### src/rtl/frame_mem_arbiter.sv
// Single-port frame memory arbiter: reads win every cycle, writes are posted through a FIFO.
// Optional statistics counters are built when FMEM_ARB_STATS_EN is defined.
module frame_mem_arbiter #(
    parameter int DATA_WIDTH  = 24,
    parameter int MEM_WIDTH   = DATA_WIDTH * 4,
    parameter int ADDR_DEPTH  = 512 * 512 / 4,
    parameter int ADDR_WIDTH  = $clog2(ADDR_DEPTH),
    parameter int MEM_LAT     = 3,
    parameter int WFIFO_DEPTH = 4
) (
    input  logic                              i_clk,
    input  logic                              rst,
    input  logic                              i_rreq,
    input  logic [ADDR_WIDTH-1:0]             i_raddr,
    output logic                              o_rvalid,
    output logic [MEM_WIDTH-1:0]              o_rdata,
    input  logic                              i_wreq,
    input  logic [ADDR_WIDTH-1:0]             i_waddr,
    input  logic [MEM_WIDTH-1:0]              i_wdata,
    output logic                              o_wready,
    output logic                              o_wr_ovf,
    input  logic                              i_ovf_clr,
    output logic                              o_mem_cs,
    output logic                              o_mem_we,
    output logic [ADDR_WIDTH-1:0]             o_mem_addr,
    output logic [MEM_WIDTH-1:0]              o_mem_wdata,
    input  logic [MEM_WIDTH-1:0]              i_mem_rdata,
    output logic [15:0]                       o_turn_cnt,
    output logic [$clog2(WFIFO_DEPTH):0]      o_max_fill
);

    localparam int PTR_W = $clog2(WFIFO_DEPTH);
    localparam int CNT_W = PTR_W + 1;

    typedef enum logic [1:0] {
        S_IDLE  = 2'd0,
        S_READ  = 2'd1,
        S_TURN  = 2'd2,
        S_WRITE = 2'd3
    } state_t;

    state_t                 state_r;
    state_t                 state_nxt_s;
    logic [CNT_W-1:0]       count_r;
    logic [CNT_W-1:0]       count_nxt_s;
    logic [PTR_W-1:0]       wr_ptr_r;
    logic [PTR_W-1:0]       rd_ptr_r;
    logic [ADDR_WIDTH-1:0]  fifo_addr_r [WFIFO_DEPTH];
    logic [MEM_WIDTH-1:0]   fifo_data_r [WFIFO_DEPTH];
    logic                   fifo_empty_s;
    logic                   wready_s;
    logic                   push_s;
    logic                   pop_s;
    logic                   mem_cs_r;
    logic                   mem_we_r;
    logic [ADDR_WIDTH-1:0]  mem_addr_r;
    logic [MEM_WIDTH-1:0]   mem_wdata_r;
    logic                   wr_ovf_r;
    logic [MEM_LAT-1:0]     vld_sr_r;

    assign fifo_empty_s = (count_r == {CNT_W{1'b0}});
    assign wready_s     = (count_r < CNT_W'(WFIFO_DEPTH));
    assign push_s       = i_wreq && wready_s;
    // Every cycle spent in S_WRITE consumes one FIFO entry, taken on the edge that enters it.
    assign pop_s        = (state_nxt_s == S_WRITE);

    // Next-state decode; a read request overrides everything else.
    always_comb begin
        state_nxt_s = state_r;
        if (i_rreq) begin
            state_nxt_s = S_READ;
        end else begin
            case (state_r)
                S_IDLE:  state_nxt_s = fifo_empty_s ? S_IDLE : S_WRITE;
                S_READ:  state_nxt_s = fifo_empty_s ? S_IDLE : S_TURN;
                S_TURN:  state_nxt_s = S_WRITE;
                S_WRITE: state_nxt_s = fifo_empty_s ? S_IDLE : S_WRITE;
                default: state_nxt_s = S_IDLE;
            endcase
        end
    end

    // FIFO occupancy after this cycle's push and pop.
    always_comb begin
        count_nxt_s = count_r;
        case ({push_s, pop_s})
            2'b10:   count_nxt_s = count_r + CNT_W'(1);
            2'b01:   count_nxt_s = count_r - CNT_W'(1);
            default: count_nxt_s = count_r;
        endcase
    end

    // State register and memory command outputs.
    always_ff @(posedge i_clk or posedge rst) begin
        if (rst) begin
            state_r     <= S_IDLE;
            mem_cs_r    <= 1'b0;
            mem_we_r    <= 1'b0;
            mem_addr_r  <= {ADDR_WIDTH{1'b0}};
            mem_wdata_r <= {MEM_WIDTH{1'b0}};
        end else begin
            state_r  <= state_nxt_s;
            mem_cs_r <= (state_nxt_s == S_READ) || (state_nxt_s == S_WRITE);
            mem_we_r <= (state_nxt_s == S_WRITE);
            if (state_nxt_s == S_READ) begin
                mem_addr_r <= i_raddr;
            end else if (pop_s) begin
                mem_addr_r  <= fifo_addr_r[rd_ptr_r];
                mem_wdata_r <= fifo_data_r[rd_ptr_r];
            end
        end
    end

    // FIFO pointers and count; storage contents are irrelevant once the count is cleared.
    always_ff @(posedge i_clk or posedge rst) begin
        if (rst) begin
            count_r  <= {CNT_W{1'b0}};
            wr_ptr_r <= {PTR_W{1'b0}};
            rd_ptr_r <= {PTR_W{1'b0}};
        end else begin
            count_r <= count_nxt_s;
            if (push_s) begin
                wr_ptr_r <= wr_ptr_r + PTR_W'(1);
            end
            if (pop_s) begin
                rd_ptr_r <= rd_ptr_r + PTR_W'(1);
            end
        end
    end

    // FIFO storage.
    always_ff @(posedge i_clk) begin
        if (push_s) begin
            fifo_addr_r[wr_ptr_r] <= i_waddr;
            fifo_data_r[wr_ptr_r] <= i_wdata;
        end
    end

    // Sticky overflow flag; a new drop wins over a clear in the same cycle.
    always_ff @(posedge i_clk or posedge rst) begin
        if (rst) begin
            wr_ovf_r <= 1'b0;
        end else if (i_wreq && !wready_s) begin
            wr_ovf_r <= 1'b1;
        end else if (i_ovf_clr) begin
            wr_ovf_r <= 1'b0;
        end
    end

    // Read-valid pipeline tracking each read command through the memory latency.
    always_ff @(posedge i_clk or posedge rst) begin
        if (rst) begin
            vld_sr_r <= {MEM_LAT{1'b0}};
        end else begin
            vld_sr_r <= (vld_sr_r << 1) | MEM_LAT'(state_r == S_READ);
        end
    end

    assign o_mem_cs    = mem_cs_r;
    assign o_mem_we    = mem_we_r;
    assign o_mem_addr  = mem_addr_r;
    assign o_mem_wdata = mem_wdata_r;
    assign o_wready    = wready_s;
    assign o_wr_ovf    = wr_ovf_r;
    assign o_rvalid    = vld_sr_r[MEM_LAT-1];
    assign o_rdata     = o_rvalid ? i_mem_rdata : {MEM_WIDTH{1'b0}};

`ifdef FMEM_ARB_STATS_EN
    logic [15:0]      turn_cnt_r;
    logic [CNT_W-1:0] max_fill_r;

    // Turnaround counter (saturating) and FIFO high-water mark.
    always_ff @(posedge i_clk or posedge rst) begin
        if (rst) begin
            turn_cnt_r <= 16'h0000;
            max_fill_r <= {CNT_W{1'b0}};
        end else begin
            if ((state_r == S_TURN) && (turn_cnt_r != 16'hFFFF)) begin
                turn_cnt_r <= turn_cnt_r + 16'h0001;
            end
            if (count_nxt_s > max_fill_r) begin
                max_fill_r <= count_nxt_s;
            end
        end
    end

    assign o_turn_cnt = turn_cnt_r;
    assign o_max_fill = max_fill_r;
`else
    assign o_turn_cnt = 16'h0000;
    assign o_max_fill = {CNT_W{1'b0}};
`endif

endmodule

### config.mk
export PLATFORM = sky130hd
export DESIGN_NAME = frame_mem_arbiter
export DESIGN_NICKNAME = d
export VERILOG_FILES = /design/src/rtl/frame_mem_arbiter.sv
export SDC_FILE = /design/constraint.sdc
export NUM_CORES = 1
export LEC_CHECK = 0
export BUFFER_PORTS_ARGS = -buffer_cell sky130_fd_sc_hd__buf_2
export CORE_UTILIZATION = 59
export CTS_CLUSTER_SIZE = 8
export DETAILED_ROUTE_END_ITERATION = 10
export PLACE_DENSITY = 0.85
export RECOVER_POWER = 25
export SYNTH_ARGS = -nofsm -noshare
export SYNTH_HDL_FRONTEND = slang
export SYNTH_SLANG_ARGS = --single-unit
### constraint.sdc
create_clock -name i_clk -period 11.4 [get_ports i_clk]
set_input_delay 1.14 -clock i_clk [delete_from_list [all_inputs] [get_ports i_clk]]
set_output_delay 1.14 -clock i_clk [all_outputs]
set_load 0.02 [all_outputs]
After elaboration in Yosys (flattened, before gate mapping)
Memories as Yosys holds them, arrays and structs flattened. A register that Yosys moved wholly into a read port is not among the register bits.
Index checks and enable logic that the tools add are counted.
{"block": "word_totals", "reg_bits": 31, "ramBits": 448, "inputBits": 229, "output_inout_bits": 232, "word_cells": 48, "n_memories": 2}
{"block": "op_classes", "n_addsub": 4, "magnitude_cmp": 1, "n_eq_ne": 7, "mux": 12, "bitwise": 2, "reduce_logical": 11}
{"name": "fifo_data_r", "depth": 4, "word_bits": 96, "read_ports": 1, "rd_clocked_by_memory_dff": 1, "wr": 1, "line": "49", "source": "logic [MEM_WIDTH-1:0] fifo_data_r [WFIFO_DEPTH];"}
{"name": "fifo_addr_r", "depth": 4, "word_bits": 16, "read_ports": 1, "rd_clocked_by_memory_dff": 0, "wr": 1, "line": "48", "source": "logic [ADDR_WIDTH-1:0] fifo_addr_r [WFIFO_DEPTH];"}
{"cell": "$mux W96", "n": 1}
{"cell": "$mux W16", "n": 2}
{"cell": "$eq A2 B2 Y1 const B", "n": 4}
{"cell": "$eq A2 B1 Y1 const B", "n": 3}
{"cell": "$mux W2", "n": 3}
{"cell": "$pmux W2 S3", "n": 1}
{"cell": "$pmux W3 S2", "n": 1}
{"cell": "$reduce_bool A2 Y1", "n": 3}
{"cell": "$add A2 B1 Y2 const B", "n": 2}
{"cell": "$mux W1", "n": 4}
{"cell": "$add A3 B1 Y3 const B", "n": 1}
{"cell": "$logic_not A3 Y1", "n": 1}
{"cell": "$lt A3 B3 Y1 const B", "n": 1}
{"cell": "$or A3 B1 Y3", "n": 1}
{"cell": "$sub A3 B1 Y3 const B", "n": 1}
{"cell": "$logic_and A1 B1 Y1", "n": 2}
{"cell": "$logic_not A2 Y1", "n": 1}
{"cell": "$reduce_and A2 Y1", "n": 1}
{"cell": "$reduce_or A2 Y1", "n": 1}
{"cell": "$logic_not A1 Y1", "n": 1}
{"cell": "$logic_or A1 B1 Y1", "n": 1}
{"cell": "$not A1 Y1", "n": 1}

Longest topological paths before layout
Gate-level depths: netlist of the first run.
{"block": "logic_depth", "word_depth": 7, "depth_mapped": 14, "depth_no_buf": 11}

Worst setup path before layout of the first run
OpenSTA, ideal clock, no wires.
{"block": "synth_path", "kind": "input-to-reg", "from": "input i_wreq", "to": "memory fifo_addr_r[0][0] in the netlist's numbering, enable pin", "setup_ps": 484, "arrival_ps": 4094, "required_time_ps": 10916, "path_slack_ps": 6822, "stages": 3, "n_path_buf": 1, "cell_sequence": "nor2b_1 > clkbuf_1 > and2_1"}
{"block": "synth_between", "elab_chain_len": 3}
{"element": "from (decl)", "line": "17", "source": "input logic i_wreq,"}
{"element": "$logic_and A1 B1 Y1", "line": "63", "source": "assign push_s = i_wreq && wready_s;"}
{"element": "$mux W1", "line": "133", "source": "if (push_s) begin"}
{"element": "$mux W1 (not written as such)", "line": "134", "source": "fifo_addr_r[wr_ptr_r] <= i_waddr;"}
{"element": "to (decl)", "line": "48"}
No other way between the ends.

Worst setup path in the final report of the first run
{"block": "layout_path", "from": "register state_r[0]", "to": "register count_r[1]"}
{"block": "layout_between", "elab_chain_len": 7, "elab_cells_between_ends": 12, "cone_classes": "eq/ne (6); mux (3); reduce/logical (3)"}
{"element": "from (decl)", "line": "42", "source": "state_t state_r;"}
{"element": "from (signal assigned)", "line": "102", "source": "state_r <= state_nxt_s;"}
{"element": "$eq A2 B2 Y1 or $logic_not A2 Y1 (tied branches)", "line": "73", "source": "case (state_r)"}
{"element": "$reduce_or A2 Y1 (no source line)"}
{"element": "$pmux W2 S3 *", "line": "73"}
{"element": "$mux W2 *", "line": "70", "source": "if (i_rreq) begin"}
{"element": "$eq A2 B2 Y1 *", "line": "65", "source": "assign pop_s = (state_nxt_s == S_WRITE);"}
{"element": "$eq A2 B1 Y1 or $eq A2 B2 Y1 (tied branches)", "line": "86", "source": "case ({push_s, pop_s})"}
{"element": "$pmux W3 S2 or $reduce_bool A2 Y1 (tied branches)"}
{"element": "to (signal assigned)", "line": "117", "source": "count_r <= {CNT_W{1'b0}};"}
{"element": "to (signal assigned)", "line": "121", "source": "count_r <= count_nxt_s;"}
{"element": "to (decl)", "line": "44", "source": "logic [CNT_W-1:0] count_r;"}
Every way passes the cells marked *; elsewhere a longest branch is shown, timed or not.
A chain may end at the register's enable or synchronous reset.

==> results of run 1 <==
## cells in the mapped netlist (2+ instances only)
master    instances
mux2_4           29
o21ai_0          18
o21bai_1          2
mux4_2          112
buf_6             2
clkbuf_1         29
buf_4            27
mux2_2           67
edfxtp_1        448
inv_1            27
nand2_1          19
xnor2_1           4
and2_1          100
o211ai_1         16
ha_1              7
nor2b_1          17
buf_2            13
dfrtp_1         126
nand2b_1          2
buf_12            3
## stage by stage
stage	hold WS, ns	cells	total power [mW]	utilization, %	instance area [um2]
floorplan	0.331	1099	4.64	-	22200
global placement	0.333	1944	5.33	67.0	24700
detailed placement	0.346	1944	5.39	67.0	24700
CTS	0.366	2092	7.66	73.5	27000
global route	0.365	2106	7.89	73.3	27000
finish	0.363	2111	7.61	73.3	27000
## layout make-up
type                       instances  area share [%]
multi-input combinational        422            18.7
antenna                           19           0.176
clock inverter                     2          0.0650
tap                              468            2.17
sequential                       574            61.6
inverter                          28           0.427
clock buffer                     146            8.77
timing repair buffer             452            8.05
## power breakdown
group          internal, mW  leakage [nW]  switching, mW
registers              2.74          5.56          0.276
clock network          1.39          1.13          0.845
logic                  1.01          3.49           1.35
## logic make-up after synthesis
group / Yosys count / share of synthesized area [%]
xor gates and xnor gates: 5 / 0.198
muxes: 209 / 16.8
adders and majority gates: 8 / 0.486
other: 1 / 0.0169
buffers and inverters: 103 / 2.64
and+or+nand+nor: 142 / 3.82
AOI/OAI and AO/OA: 39 / 1.11
DFF: 574 / 74.9
## flip-flops by register name, indices dropped and copies added (netlist names)
register     cells
vld_sr_r         3
rd_ptr_r         2
o_wr_ovf         1
fifo_data_r    384
o_mem_we         1
o_mem_addr      16
fifo_addr_r     64
o_mem_wdata     96
count_r          3
wr_ptr_r         2
state_r          2
## per-layer routing
metal	part of all wire [%]	wire [um]
met1	36	21700
met2	51	30500
met3	7.8	4670
met4	4.8	2840
met5	0.050	30
## final timing paths
check | from | end | slack [ns] | depth (start not counted)
worst min-delay path | vld_sr_r[1] | vld_sr_r[2] | 0.36 | 0
worst max register to register | state_r[0] | count_r[1] | 7.53 | 9
worst max-delay path | state_r[0] | count_r[1] | 7.53 | 9
min in group asynchronous | rst | o_mem_wdata[4] | 0.73 | 2
worst min register to register | vld_sr_r[1] | vld_sr_r[2] | 0.36 | 0
max in group asynchronous | rst | rd_ptr_r[0] | 9.31 | 3
## worst reg2reg max path: stages, from the launching register on
cell	delay [ns]
dfrtp_1	0.37
inv_1	0.06
ha_1	0.32
o21bai_1	0.87
or3_1	0.71
inv_6	0.41
ha_1	0.37
inv_1	0.08
fa_1	0.41
mux2i_1	0.18
==> impl_results.md, run 1 <==
* Die height at 196 um
* Top FF cell, synth: edfxtp_1
* Worst-Margin Slew at 1.16 ns
* Core area at between 30000 and 40000 um2
* Setup-failing EPs final at 0
* Vias post-DR at between 10000 and 15000
* Met2 usage at roughly half
* Synth-to-Final Area Change at 21.7%
* Max incr delay on CP at about 0.87 ns
* Final setup margin at 7.53 ns
* Worst path cell trace: inv_1 -> ha_1 -> o21bai_1 -> or3_1 -> inv_6 -> ha_1 -> inv_1 -> fa_1 -> mux2i_1
* DR WL/cell at ~28 um
* Initial antenna violation count at 20
* WP data required at approximately 12 ns
* Worst skew pair latency at ~0.58 ns
* Mean Syn Cell Area at ~20 um2
* Gate count of the mapped netlist at 1081
* Grt peak-use layer: met2
* Syn Std Cell Area at roughly 22000 um2
* Netlist cell types at 33
* Final Hold Vio Count at 0
* Post-CTS Setup Bufs at 0
* Die area at approximately 38000 um2
* Critical path class: reg -> reg
* Synth warnings at 0
* Max frequency at ~260 MHz
* Number of synthesized register bits at ~570
* EDFF count, synth at roughly 450
* Worst Path Arrival at about 4.4 ns
* Place WS at roughly 7.3 ns
* Routed Antenna Nets at 0
* Buf/Inv on CP at 3
* Top Ports at ~460
* Share of the synthesized area in the top cell type at around 61%
* Crit-path max FO at 60
* Commonest non-fill, non-tap cells in the layout: 448 x edfxtp_1, 345 x buf_2, 156 x clkbuf_1, 123 x dfrtp_1, 112 x mux4_2
* Cell leakage power at ~10 nW
* Area of the multi-input gates at between 5000 and 6000 um2
* Gr ovfl total at 0
* Rel. slew slack at a little under a quarter
* Max-cap violations at 0
* Top post-synthesis cells by area: edfxtp_1 61%, dfrtp_1 14%, mux4_2 11%, mux2_2 3.4%, and2_1 2.8%
* Row count at 70
* Total GRT Usage at roughly a third
* Fraction of registers with async set or reset after synthesis at roughly 22%
* CTS root buf: clkbuf_16
* VDD IR-drop max at roughly 160 uV
* Global-route wire length before repair at 86.3 mm
* Critical path startpoint category: register
* Layout net count at roughly 1800
* Routability congestion estimate from global placement at between 0.9 and 1
* Commonest non-fill, non-tap cell in the layout: edfxtp_1
* Routed vias/inst at between 5 and 6
* Htree depth at 3
* Largest net degree at the start of global routing at 98
* Clk buf depth at 3
* Reg area at 16600 um2
* Layout cells sized above 1 at 40.8%
* Period utilization at 34.0%
* # hold bufs at CTS at 0
* Worst-path clk slew at approximately 0.050 ns
* Outcome: finished clean
* RSZ-0062 raised after global routing: false
* Starting Density at 60.2%
* CTS tree: built
* DR DRC count at 0
* Grt met3 use at 7.37%
* Synth area leader: edfxtp_1
* PwrDens at around 280 nW/um2
* Hpwl dp at ~38 mm
* CP max stage cell: o21bai_1
* TritonCTS Sinks at 574
* Number of port buffers at between 400 and 500
* Class of the worst hold path: reg -> reg
* Die width at between 150 and 200 um
* WL final at between 50 and 60 mm
* Fillers at between 2000 and 2500
* Initial DRC Count at 932
* GRT met1 Usage at about two fifths
* Crit. End Element: register
* CTS Buf Count at around 80
* Crit path time final at just under 4 ns
* Post-cts sizing count at 0
* DRT Pass-1 Iters at 4
* Final TNS setup at 0 ns
* Critical path's top delay family: adder cells
* Number of global-route vias before repair at 12900
* Worst Skew at between 0.01 and 0.015 ns
* Sequential share of the synthesized area at 74.9%
* Final slew viol count at 0
(Power assumes the default switching activity.)
==> run 2: changes to the inputs <==
--- a/config.mk
+++ b/config.mk
@@ -5,11 +5,12 @@
 export SDC_FILE = /design/constraint.sdc
 export NUM_CORES = 1
 export LEC_CHECK = 0
+export ABC_AREA = 1
 export BUFFER_PORTS_ARGS = -buffer_cell sky130_fd_sc_hd__buf_2
-export CORE_UTILIZATION = 59
+export CORE_UTILIZATION = 50
 export CTS_CLUSTER_SIZE = 8
 export DETAILED_ROUTE_END_ITERATION = 10
-export PLACE_DENSITY = 0.85
+export PLACE_DENSITY = 0.76
 export RECOVER_POWER = 25
 export SYNTH_ARGS = -nofsm -noshare
 export SYNTH_HDL_FRONTEND = slang
==> constraint.sdc (replaced) <==
create_clock -name i_clk -period 3.4 [get_ports i_clk]
set_input_delay 0.34 -clock i_clk [delete_from_list [all_inputs] [get_ports i_clk]]
set_output_delay 0.34 -clock i_clk [all_outputs]
set_load 0.02 [all_outputs]
==> run 2 against run 1 <==
Effect of this change:
- the run now ends with max-slew violations left
- clock skew grew 0.013 ns
- global-route usage shrank 1.2 points
- synthesized cell count grew 120%
- core utilization shrank 10 points
- die area grew 32%
- area after synthesis grew 12%
- register-to-register slack lost 6.5 ns
- critical path depth shrank 5
- non-clock buffer count grew 134
- final area grew 15%
- highest routed layer unchanged
==> impl_results.md, run 2 <==
* DR DRC count at 0 (unchanged)
* Max reg flops at 384 (unchanged)
* Vias post-DR at 19500 (+58%)
* Synth warnings at 0 (unchanged)
* Layout cells sized above 1 at 19.3% (-22 points)
* WL final at 76.8 mm (+28%)
* Max-cap violations at 0 (unchanged)
* Routability congestion estimate from global placement at 0.866 (-9.6%)
* DRT Pass-1 Iters at 8 (+4)
* Number of synthesized register bits at 574 (unchanged)
* Mean Syn Cell Area at 10.2 um2 (-50%)
* Critical path class: reg -> out
* Cell leakage power at 14.8 nW (+45%)
* Top post-synthesis cells by area: edfxtp_1 54%, dfrtp_1 13%, nand2_1 12%, inv_1 6.1%, nand3_1 5.2%
* Placed standard-cell area at 27500 um2 (+11%)
* Top-count cell post-synth: nand2_1
* Crit path time final at 2.61 ns
* DR WL/cell at 20.8 um (-27%)
* Final instance area at 30900 um2 (+15%)
* Number of port buffers at 441 (unchanged)
* Hpwl dp at 44.3 mm (+16%)
* CTS Buf Count at 81 (unchanged)
* Class of the worst hold path: in -> reg
* WP data required at 3.06 ns (-8.82 ns)
* Row count at 81 (+16%)
* Worst path cell trace: buf_12 -> nand2_1 -> inv_1 -> buf_2
* Synth area leader: edfxtp_1
* Share of the synthesized area in the top cell type at 54.3% (-6.4 points)
* Layout net count at 3192 (+78%)
* Largest net degree at the start of global routing at 250 (+160%)
* Top Ports at 461 (unchanged)
* Max frequency at approximately 380 MHz
* Worst-Margin Slew at 1.55 ns (+0.394 ns)
* Worst-path clk slew at 0.06 ns (about the same)
* Setup-failing EPs final at 0 (unchanged)
* Core area at 49000 um2 (+33%)
* TritonCTS Sinks at 574 (unchanged)
* Buf/Inv on CP at 3 (unchanged)
* Area of the multi-input gates at 5880 um2 (+17%)
* Routed vias/inst at 5.26 (-10%)
* Die area at 50400 um2 (+32%)
* Gr ovfl total at 0 (unchanged)
* Fillers at 3744 (+74%)
* Synth top cells by count: 811 x nand2_1, 448 x edfxtp_1, 400 x inv_1
* Initial antenna violation count at 21 (+5.0%)
* Critical path's top delay family: flip-flops
* Place WS at 1.15 ns (-6.14 ns)
* Sequential share of the synthesized area at 67.0% (-7.9 points)
* Starting Density at 50.6% (-9.6 points)
* RSZ-0062 raised after global routing: false
* Max incr delay on CP at 0.90 ns (+0.03 ns)
* Rel. slew slack at -3.34% (-26 points)
* Synth-to-Final Area Change at 24.8%
* VDD IR-drop max at 999 uV (+520%)
* Initial DRC Count at 1683 (+81%)
* Period utilization at 76.8%
* Syn Std Cell Area at 24800 um2 (+12%)
* Number of global-route vias before repair at 19500 (+52%)
* Routed Antenna Nets at 0 (unchanged)
* Final setup margin at 0.789 ns (-6.74 ns)
* Commonest non-fill, non-tap cells in the layout: 810 x nand2_1, 448 x edfxtp_1, 398 x inv_1, 351 x buf_2, 258 x nand3_1
* CTS root buf: clkbuf_16
* Worst Path Arrival at 2.27 ns (-2.08 ns)
* Clk buf depth at 3 (unchanged)
* Netlist cell types at 26 (-21%)
* Global-route wire length before repair at 113 mm (+31%)
* CP max stage cell: dfrtp_2
* Final Hold Vio Count at 0 (unchanged)
* Critical path startpoint category: register
* Total GRT Usage at 30.5% (-1.2 points)
* Final slew viol count at 63 (+63)
* Outcome: complete, but fails checks
* EDFF count, synth at 448 (unchanged)
* Die height at 225 um (+15%)
* Commonest non-fill, non-tap cell in the layout: nand2_1
* Crit. End Element: primary output
* Hold WS at 0.0369 ns (-0.326 ns)
* Die width at 225 um (+15%)
* Gate count of the mapped netlist at 2422 (+120%)
* Failing checks: max-slew violations
* PwrDens at 886 nW/um2 (+210%)
* Total power at 27.4 mW (+260%)
* Worst Skew at 0.0277 ns (+0.0129 ns)
* Reg area at 16600 um2 (unchanged)
* Final TNS setup at 0 ns (unchanged)
* Fraction of registers with async set or reset after synthesis at 22.0% (unchanged)
* Worst skew pair latency at 0.62 ns (+0.04 ns)
* Crit-path max FO at 49 (-18%)
* Top FF cell, synth: edfxtp_1
* CTS tree: built
* Post-CTS Setup Bufs at 0 (unchanged)
* Htree depth at 3 (unchanged)
* Largest Register: fifo_data_r
[run 2: cell types whose count changed after synthesis, sizes merged, moves of 16 or more]
cell,delta
nor2b,-17
nand4,+98
buf,+75
nand2,+794
or2,+96
inv,+374
mux2,-96
o211ai,-16
and2,-100
nand3,+259
mux4,-112
[run 2: worst paths after layout]
path | startpoint | end | slack, ns | cells past startpoint
max in group asynchronous | rst | o_mem_wdata[42] | 2.23 | 4
setup reg to reg | rd_ptr_r[0] | o_mem_wdata[58] | 1.05 | 6
min in group asynchronous | rst | o_mem_wdata[4] | 0.36 | 3
hold reg to reg | vld_sr_r[1] | vld_sr_r[2] | 0.34 | 0
hold / removal | i_raddr[9] | o_mem_addr[9] | 0.04 | 5
setup / recovery | vld_sr_r[2] | o_rdata[67] | 0.79 | 4
[run 2: layout make-up]
| cell class | instances | area share [%] |
|---|---|---|
| repair buffers | 586 | 11.8 |
| flip-flops and latches | 574 | 53.7 |
| clock inverters | 5 | 0.227 |
| multi-input cells | 1308 | 19.0 |
| clock buffers | 145 | 7.47 |
| diodes | 13 | 0.105 |
| well taps | 664 | 2.69 |
| inverters | 404 | 4.95 |
[run 2: metal layers]
layer  share of wire [%]  up-vias  GRT usage (%)
met5                0.10        -              0
met3                 8.8      224           8.07
met1                  35     9454           33.9
met4                 7.0       12           21.9
li1                    -     8801              -
met2                  49      969           50.9
[run 2: where the power goes]
group	switching, mW	leakage [nW]	internal [mW]	total, mW
logic	7.20	8.03	2.90	10.1
clock network	2.96	1.13	4.57	7.53
registers	0.721	5.62	9.05	9.78
[run 2: worst min-delay path, cell delays in order]
cell     delay [ns]
buf_2          0.08
nand2_1        0.04
nand2_1        0.05
nand2_1        0.05
nand2_1        0.05
[run 2: timing repair]
action	in CTS	in global routing
resized for setup	0	0
hold buffers	115	0
endpoints found under the hold margin	467	0
[run 2: through the flow]
| stage | utilization [%] | cells |
|---|---|---|
| final | 63.2 | 3699 |
| after global routing | 63.2 | 3696 |
| after CTS | 63.3 | 3686 |
| after detailed placement | 56.1 | 3421 |
| after global placement | 56.1 | 3421 |
| after floorplan | - | 2440 |
[run 2: kinds of logic (layout without fill, tap and decap cells)]
| logic type | Yosys count | in the layout | synth area share (%) |
|---|---|---|---|
| adders and majority gates | 8 | 8 | 0.434 |
| and+or+nand+nor | 1273 | 1273 | 22.6 |
| DFF | 574 | 574 | 67.0 |
| xor gates and xnor gates | 3 | 3 | 0.106 |
| other | 1 | 32 | 0.0151 |
| AOI/OAI and AO/OA | 5 | 5 | 0.101 |
| buffers and inverters | 558 | 1140 | 9.68 |
